### src/rtl/alu_issue_queue_if.sv
// Bundle between the ALU issue queue and its surroundings: command push side,
// ALU operand/result side, result handshake side and status.
interface alu_issue_queue_if #(
  parameter int DATA_W = 16,
  parameter int DEPTH  = 4
);
  localparam int CNT_W = $clog2(DEPTH) + 1;

  // command push
  logic              cmd_valid;
  logic              cmd_ready;
  logic [2:0]        cmd_opcode;
  logic [DATA_W-1:0] cmd_x;
  logic [DATA_W-1:0] cmd_y;
  // ALU side
  logic [DATA_W-1:0] X;
  logic [DATA_W-1:0] Y;
  logic [2:0]        Opcode;
  logic              Enable;
  logic [DATA_W-1:0] Results;
  logic              CF;
  // result slot
  logic              res_valid;
  logic              res_ready;
  logic [DATA_W-1:0] res_data;
  logic              res_cf;
  logic [2:0]        res_opcode;
  // status
  logic              busy;
  logic [CNT_W-1:0]  count;

  // queue side
  modport master (
    input  cmd_valid, cmd_opcode, cmd_x, cmd_y, Results, CF, res_ready,
    output cmd_ready, X, Y, Opcode, Enable, res_valid, res_data, res_cf,
           res_opcode, busy, count
  );

  // producer / ALU / consumer side
  modport slave (
    output cmd_valid, cmd_opcode, cmd_x, cmd_y, Results, CF, res_ready,
    input  cmd_ready, X, Y, Opcode, Enable, res_valid, res_data, res_cf,
           res_opcode, busy, count
  );
endinterface

### src/rtl/alu_issue_queue.sv
// ALU issue queue: buffers {opcode,X,Y} commands in a small FIFO and issues
// them to the ALU one at a time (operands settle, one-cycle Enable, wait for
// the result), then parks the result in a single valid/ready slot.
module alu_issue_queue #(
  parameter int DATA_W       = 16,
  parameter int DEPTH        = 4,
  parameter int SETUP_CYCLES = 1,
  parameter int RESULT_LAT   = 1
) (
  input logic          CLK,
  input logic          RST,
  alu_issue_queue_if.master bus
);
  localparam int PTR_W   = $clog2(DEPTH);
  localparam int CNT_W   = PTR_W + 1;
  localparam int TMR_MAX = (SETUP_CYCLES > RESULT_LAT) ? SETUP_CYCLES : RESULT_LAT;
  localparam int TMR_W   = $clog2(TMR_MAX + 1);

  typedef struct packed {
    logic [2:0]        opcode;
    logic [DATA_W-1:0] x;
    logic [DATA_W-1:0] y;
  } cmd_t;

  typedef enum logic [1:0] {IDLE, SETUP, FIRE, WAIT} state_t;

  cmd_t              mem [DEPTH];
  logic [PTR_W-1:0]  wr_ptr, rd_ptr;
  logic [CNT_W-1:0]  count_q;
  state_t            state;
  logic [TMR_W-1:0]  tmr;
  logic [DATA_W-1:0] x_q, y_q, res_data_q;
  logic [2:0]        op_q, res_op_q;
  logic              en_q, res_valid_q, res_cf_q;
  logic              push, pop, capture, res_take;

  // ready depends on occupancy only: a full FIFO refuses even if it pops this cycle
  assign bus.cmd_ready = (count_q < CNT_W'(DEPTH));
  assign push          = bus.cmd_valid && bus.cmd_ready;
  // only issue when the result slot is free or is being drained this edge
  assign pop           = (state == IDLE) && (count_q != '0) && (!res_valid_q || bus.res_ready);
  assign capture       = (state == WAIT) && (tmr == '0);
  assign res_take      = res_valid_q && bus.res_ready;

  assign bus.X          = x_q;
  assign bus.Y          = y_q;
  assign bus.Opcode     = op_q;
  assign bus.Enable     = en_q;
  assign bus.res_valid  = res_valid_q;
  assign bus.res_data   = res_data_q;
  assign bus.res_cf     = res_cf_q;
  assign bus.res_opcode = res_op_q;
  assign bus.count      = count_q;
  assign bus.busy       = (state != IDLE) || (count_q != '0);

  // command storage write
  always_ff @(posedge CLK) begin
    if (push) mem[wr_ptr] <= '{opcode: bus.cmd_opcode, x: bus.cmd_x, y: bus.cmd_y};
  end

  // FIFO pointers and occupancy; pointers wrap naturally since DEPTH is a power of 2
  always_ff @(posedge CLK) begin
    if (RST) begin
      wr_ptr  <= '0;
      rd_ptr  <= '0;
      count_q <= '0;
    end else begin
      if (push) wr_ptr <= wr_ptr + 1'b1;
      if (pop)  rd_ptr <= rd_ptr + 1'b1;
      if (push && !pop)      count_q <= count_q + 1'b1;
      else if (pop && !push) count_q <= count_q - 1'b1;
    end
  end

  // issue sequencer: operands latched on pop, Enable registered for exactly the FIRE cycle
  always_ff @(posedge CLK) begin
    if (RST) begin
      state <= IDLE;
      tmr   <= '0;
      x_q   <= '0;
      y_q   <= '0;
      op_q  <= '0;
      en_q  <= 1'b0;
    end else begin
      case (state)
        IDLE: begin
          if (pop) begin
            x_q   <= mem[rd_ptr].x;
            y_q   <= mem[rd_ptr].y;
            op_q  <= mem[rd_ptr].opcode;
            tmr   <= TMR_W'(SETUP_CYCLES - 1);
            state <= SETUP;
          end
        end
        SETUP: begin
          if (tmr == '0) begin
            en_q  <= 1'b1;
            state <= FIRE;
          end else begin
            tmr <= tmr - 1'b1;
          end
        end
        FIRE: begin
          en_q  <= 1'b0;
          tmr   <= TMR_W'(RESULT_LAT - 1);
          state <= WAIT;
        end
        WAIT: begin
          if (tmr == '0) state <= IDLE;
          else           tmr   <= tmr - 1'b1;
        end
        default: state <= IDLE;
      endcase
    end
  end

  // result slot: a capture on the same edge as a take keeps the slot full
  always_ff @(posedge CLK) begin
    if (RST) begin
      res_valid_q <= 1'b0;
      res_data_q  <= '0;
      res_cf_q    <= 1'b0;
      res_op_q    <= '0;
    end else if (capture) begin
      res_valid_q <= 1'b1;
      res_data_q  <= bus.Results;
      res_cf_q    <= bus.CF;
      res_op_q    <= op_q;
    end else if (res_take) begin
      res_valid_q <= 1'b0;
    end
  end
endmodule

### src/flat_wrapper.sv
// flat-port wrapper written by rule: the top's interface ports become plain ports
module alu_issue_queue_flat 
#(
  parameter int DATA_W       = 16,
  parameter int DEPTH        = 4,
  parameter int SETUP_CYCLES = 1,
  parameter int RESULT_LAT   = 1
)
  (CLK, RST, bus_cmd_valid, bus_cmd_opcode, bus_cmd_x, bus_cmd_y, bus_Results, bus_CF, bus_res_ready, bus_cmd_ready, bus_X, bus_Y, bus_Opcode, bus_Enable, bus_res_valid, bus_res_data, bus_res_cf, bus_res_opcode, bus_busy, bus_count);
  alu_issue_queue_if #(.DATA_W(DATA_W), .DEPTH(DEPTH)) bus_i ();
  input logic CLK;
  input logic RST;
  input wire logic [$bits(bus_i.cmd_valid)-1:0] bus_cmd_valid;
  input wire logic [$bits(bus_i.cmd_opcode)-1:0] bus_cmd_opcode;
  input wire logic [$bits(bus_i.cmd_x)-1:0] bus_cmd_x;
  input wire logic [$bits(bus_i.cmd_y)-1:0] bus_cmd_y;
  input wire logic [$bits(bus_i.Results)-1:0] bus_Results;
  input wire logic [$bits(bus_i.CF)-1:0] bus_CF;
  input wire logic [$bits(bus_i.res_ready)-1:0] bus_res_ready;
  output wire logic [$bits(bus_i.cmd_ready)-1:0] bus_cmd_ready;
  output wire logic [$bits(bus_i.X)-1:0] bus_X;
  output wire logic [$bits(bus_i.Y)-1:0] bus_Y;
  output wire logic [$bits(bus_i.Opcode)-1:0] bus_Opcode;
  output wire logic [$bits(bus_i.Enable)-1:0] bus_Enable;
  output wire logic [$bits(bus_i.res_valid)-1:0] bus_res_valid;
  output wire logic [$bits(bus_i.res_data)-1:0] bus_res_data;
  output wire logic [$bits(bus_i.res_cf)-1:0] bus_res_cf;
  output wire logic [$bits(bus_i.res_opcode)-1:0] bus_res_opcode;
  output wire logic [$bits(bus_i.busy)-1:0] bus_busy;
  output wire logic [$bits(bus_i.count)-1:0] bus_count;
  assign bus_i.cmd_valid = bus_cmd_valid;
  assign bus_i.cmd_opcode = bus_cmd_opcode;
  assign bus_i.cmd_x = bus_cmd_x;
  assign bus_i.cmd_y = bus_cmd_y;
  assign bus_i.Results = bus_Results;
  assign bus_i.CF = bus_CF;
  assign bus_i.res_ready = bus_res_ready;
  assign bus_cmd_ready = bus_i.cmd_ready;
  assign bus_X = bus_i.X;
  assign bus_Y = bus_i.Y;
  assign bus_Opcode = bus_i.Opcode;
  assign bus_Enable = bus_i.Enable;
  assign bus_res_valid = bus_i.res_valid;
  assign bus_res_data = bus_i.res_data;
  assign bus_res_cf = bus_i.res_cf;
  assign bus_res_opcode = bus_i.res_opcode;
  assign bus_busy = bus_i.busy;
  assign bus_count = bus_i.count;
  alu_issue_queue #(.DATA_W(DATA_W), .DEPTH(DEPTH), .SETUP_CYCLES(SETUP_CYCLES), .RESULT_LAT(RESULT_LAT)) u_core (.CLK(CLK), .RST(RST), .bus(bus_i));
endmodule
### config.mk
export PLATFORM = sky130hd
export DESIGN_NAME = alu_issue_queue_flat
export DESIGN_NICKNAME = d
export VERILOG_FILES = /design/src/rtl/alu_issue_queue_if.sv /design/src/rtl/alu_issue_queue.sv /design/src/flat_wrapper.sv
export SDC_FILE = /design/constraint.sdc
export NUM_CORES = 1
export LEC_CHECK = 0
export CORE_ASPECT_RATIO = 0.7
export CORE_MARGIN = 3
export CORE_UTILIZATION = 50
export DETAILED_ROUTE_END_ITERATION = 8
export PLACE_DENSITY = 0.75
export SYNTH_ARGS = -nofsm -noshare
export SYNTH_HDL_FRONTEND = slang
export SYNTH_SLANG_ARGS = --single-unit
### constraint.sdc
create_clock -name CLK -period 3.82 [get_ports CLK]
set_clock_uncertainty 0.05 [all_clocks]
set_input_delay 0.955 -clock CLK [delete_from_list [all_inputs] [get_ports CLK]]
set_output_delay 0.955 -clock CLK [all_outputs]
set_load 0.03 [all_outputs]
==> impl_metrics.toml <==
[status]
status = "complete, no violations"

[timing]
setup-tns-final_ns = 0
max_freq_mhz = 346.5
hold_violations = 0
period_minus_slack_ns = 2.886
finalMaxSlewViolations = 0
slew-limit-headroom = 0.3472
worst_pin_slew_ns = 0.9792
min_period_over_period = 0.7555
grt_setup_unrepaired = "false"
layout_setup_ws_ns = 0.9338
setup_viol = 0

[worst_hold_path]
holdCritStartpoint = "u_core.bus.Y[4]$_SDFFE_PP0P_"
hold_end = "u_core.bus.Y[4]$_SDFFE_PP0P_"
min_path_cells = 2
hold_path.class = "reg2reg"

[setup_path]
regToRegStartpoint = "u_core.state[0]$_SDFFE_PP0P_"
critPathArrivalTime_ns = 1.88
ff2ff_path_depth = 10
path_cells = "inv_1, ha_2, nand2_1, clkdlybuf4s50_1"
cp_max_fo = 4
critical-path-top-delay-family = "buffers and inverters"
critical_path_class = "reg2out"
slowest_delay_ns = 0.71
r2r-end = "u_core.bus.count[2]$_SDFFE_PP0P_"
cp-end-kind = "output port"
critPathSlowestCell = "clkdlybuf4s50_1"
crit_buf_inv = 2
start_kind = "flip-flop"
reg2reg_slack_ns = 1.42
crit_required_ns = 2.81

[global_routing]
grt_pass1_vias = 4711
grt_first_pass_wirelength_um = 26140
grt_usage = 0.1920
antenna_found_initial = 0
overflow = 0
grt_max_degree = 47

[cells_and_area]
multi_input_comb_area_um2 = 2141
ff_latch_area_um2 = 5528
fill_cells = 1054
area_growth_pct = 24.66
final_cell_mix = "edfxtp_1 (140), clkdlybuf4s50_1 (116), dfxtp_1 (64)"
final_common_cell = "edfxtp_1"
antenna-diode-count = 0
drive_above_1_share = 0.1417
nets = 666

[floorplan]
start_util = 0.5240
core_um2 = 15090
row_count = 37
dieArea_um2 = 17390
fp.dieW_um = 156.3
die_h_um = 111.2
io_pins = 118

[clock_network]
clockBufferDepth = 3
cts-hold-fix-buffers = 0
cts.sinks = 206
post_cts_buffers = 0
cts_max_level = 1
clock-root-buffer = "clkbuf_16"
clkTransAtPathRegs_ns = 0.06
cts_tree = "built"
worstSkewPairLatency_ns = 0.48
cts.repair.resized = 0
numCtsBuffers = 20

[routing]
drc = 0
drtPass1Iterations = 5
detail-route-antenna-nets = 0
drt_wl_total_um = 16680
detail_route.wl_per_cell_um = 20.62
drtIter0Drc = 393
vias_per_cell = 5.749
via_count = 4651

[synthesis]
synth.avg_cell_area_um2 = 16.24
syn_nets = 553
syn_area_um2 = 7909
syn_inst = 487
synth-main-ff-cell = "edfxtp_1"
synth-edff-count = 140
yosys_warnings = 0
ys_ff_latch = 206
yosysUniqueCellTypes = 33
seq_area_frac_synth = 0.6986
ys_async_sr_fraction = 0

[placed_design]
place.gp.congestion = 0.7417
numPortBuffers = 117
dp_hpwl_um = 10690
place_ws_ns = 0.7390

[power_and_ir_drop]
power.leakage_nw = 3.281
irDropWorstVdd_uv = 367.3
powerDensity_nw_per_um2 = 720.1

[flow_run]
cap_violations = 0
==> logic make-up (layout without fill, tap and decap cells) <==
logic type,after synthesis,after routing,synth area share
adders and majority gates,10,10,0.01677
DFF,206,206,0.6986
buffers and inverters,51,178,0.03370
xor gates and xnor gates,3,3,0.003323
AOI/OAI and AO/OA,78,78,0.06202
muxes,59,59,0.1316
and+or+nand+nor,80,80,0.05395
==> worst reg2reg max path: stages, from the launching register on <==
cell and delay (ns):
dfxtp_1 0.34, inv_1 0.10, ha_2 0.20, buf_4 0.27, nand3_1 0.14, ha_1 0.18
inv_1 0.06, fa_1 0.37, xor2_1 0.18, or3_1 0.30, a21oi_1 0.14
==> synthesized netlist by cell type, drive strengths merged, types with 2 or more instances <==
cell	count	area, µm²
edfxtp	140	4204
dfxtp	66	1321
buf	29	183.9
nand4	36	225.2
nor2	28	105.1
a21oi	38	190.2
ha	9	112.6
mux4	35	799.5
o31ai	36	270.3
xor2	2	17.52
and2	4	25.02
inv	8	30.03
nand2	3	11.26
mux2i	23	230.2
clkbuf	14	52.55
nor2b	3	18.77
or3	2	12.51
==> report_power, final <==
part	switching (mW)	leakage (nW)	total (mW)	internal, mW
Combinational	1.34	1.16	2.31	0.967
Clock	0.783	0.301	1.83	1.05
Sequential	0.235	1.82	2.97	2.73
Total	2.36	3.28	7.10	4.74
==> sequential cells by signal (all words and copies together) (netlist names), 3 cells and up <==
name                   count
u_core.bus.Y              16
u_core.bus.count           3
u_core.mem               140
u_core.bus.res_data       16
u_core.bus.Opcode          3
u_core.bus.res_opcode      3
u_core.bus.X              16
==> layer usage <==
layer  part of all wire  global-route usage  vias up  wire length [µm]
li1                   -                   -     2150                 -
met1               0.43              0.2672     2323              7228
met2               0.49              0.3154      154              8187
met3              0.060             0.03863       24               996
met4              0.016             0.04315        0               270
met5                  0                   0        -                 0
==> cell type report <==
class,count,share of cell area
clock buffer,28,0.05799
clock inverter,8,0.003934
timing repair buffer,134,0.1325
sequential,206,0.5607
multi-input combinational,230,0.2171
inverter,8,0.003046
tap,195,0.02475
==> worst max-delay path by stage <==
stage	startpoint	end	slack (ns)	cells after the start
detailed placement	bus_res_ready	u_core.bus.count[2]$_SDFFE_PP0P_	0.74	9
finish	u_core.state[0]$_SDFFE_PP0P_	bus_busy	0.93	4
CTS	u_core.state[0]$_SDFFE_PP0P_	bus_busy	0.89	4
global route	u_core.state[1]$_SDFFE_PP0P_	bus_busy	0.83	4
global placement	bus_res_ready	u_core.bus.count[2]$_SDFFE_PP0P_	0.77	9
floorplan	bus_res_ready	u_core.bus.count[2]$_SDFFE_PP0P_	0.98	10
==> per-stage QoR <==
step           cell area, µm²  utilization  instances  hold WS (ns)  total power [mW]
2_1_floorplan            7909            -        487        0.4209             4.552
3_3_place_gp             9249       0.6128        773        0.4075             5.266
3_5_place_dp             9249       0.6128        773        0.4118             5.333
4_1_cts                  9859       0.6533        809        0.4204             7.158
5_1_grt                  9859       0.6533        809        0.4335             7.448
6_report                 9859       0.6533        809        0.4191             7.100
(Power assumes the default switching activity.)
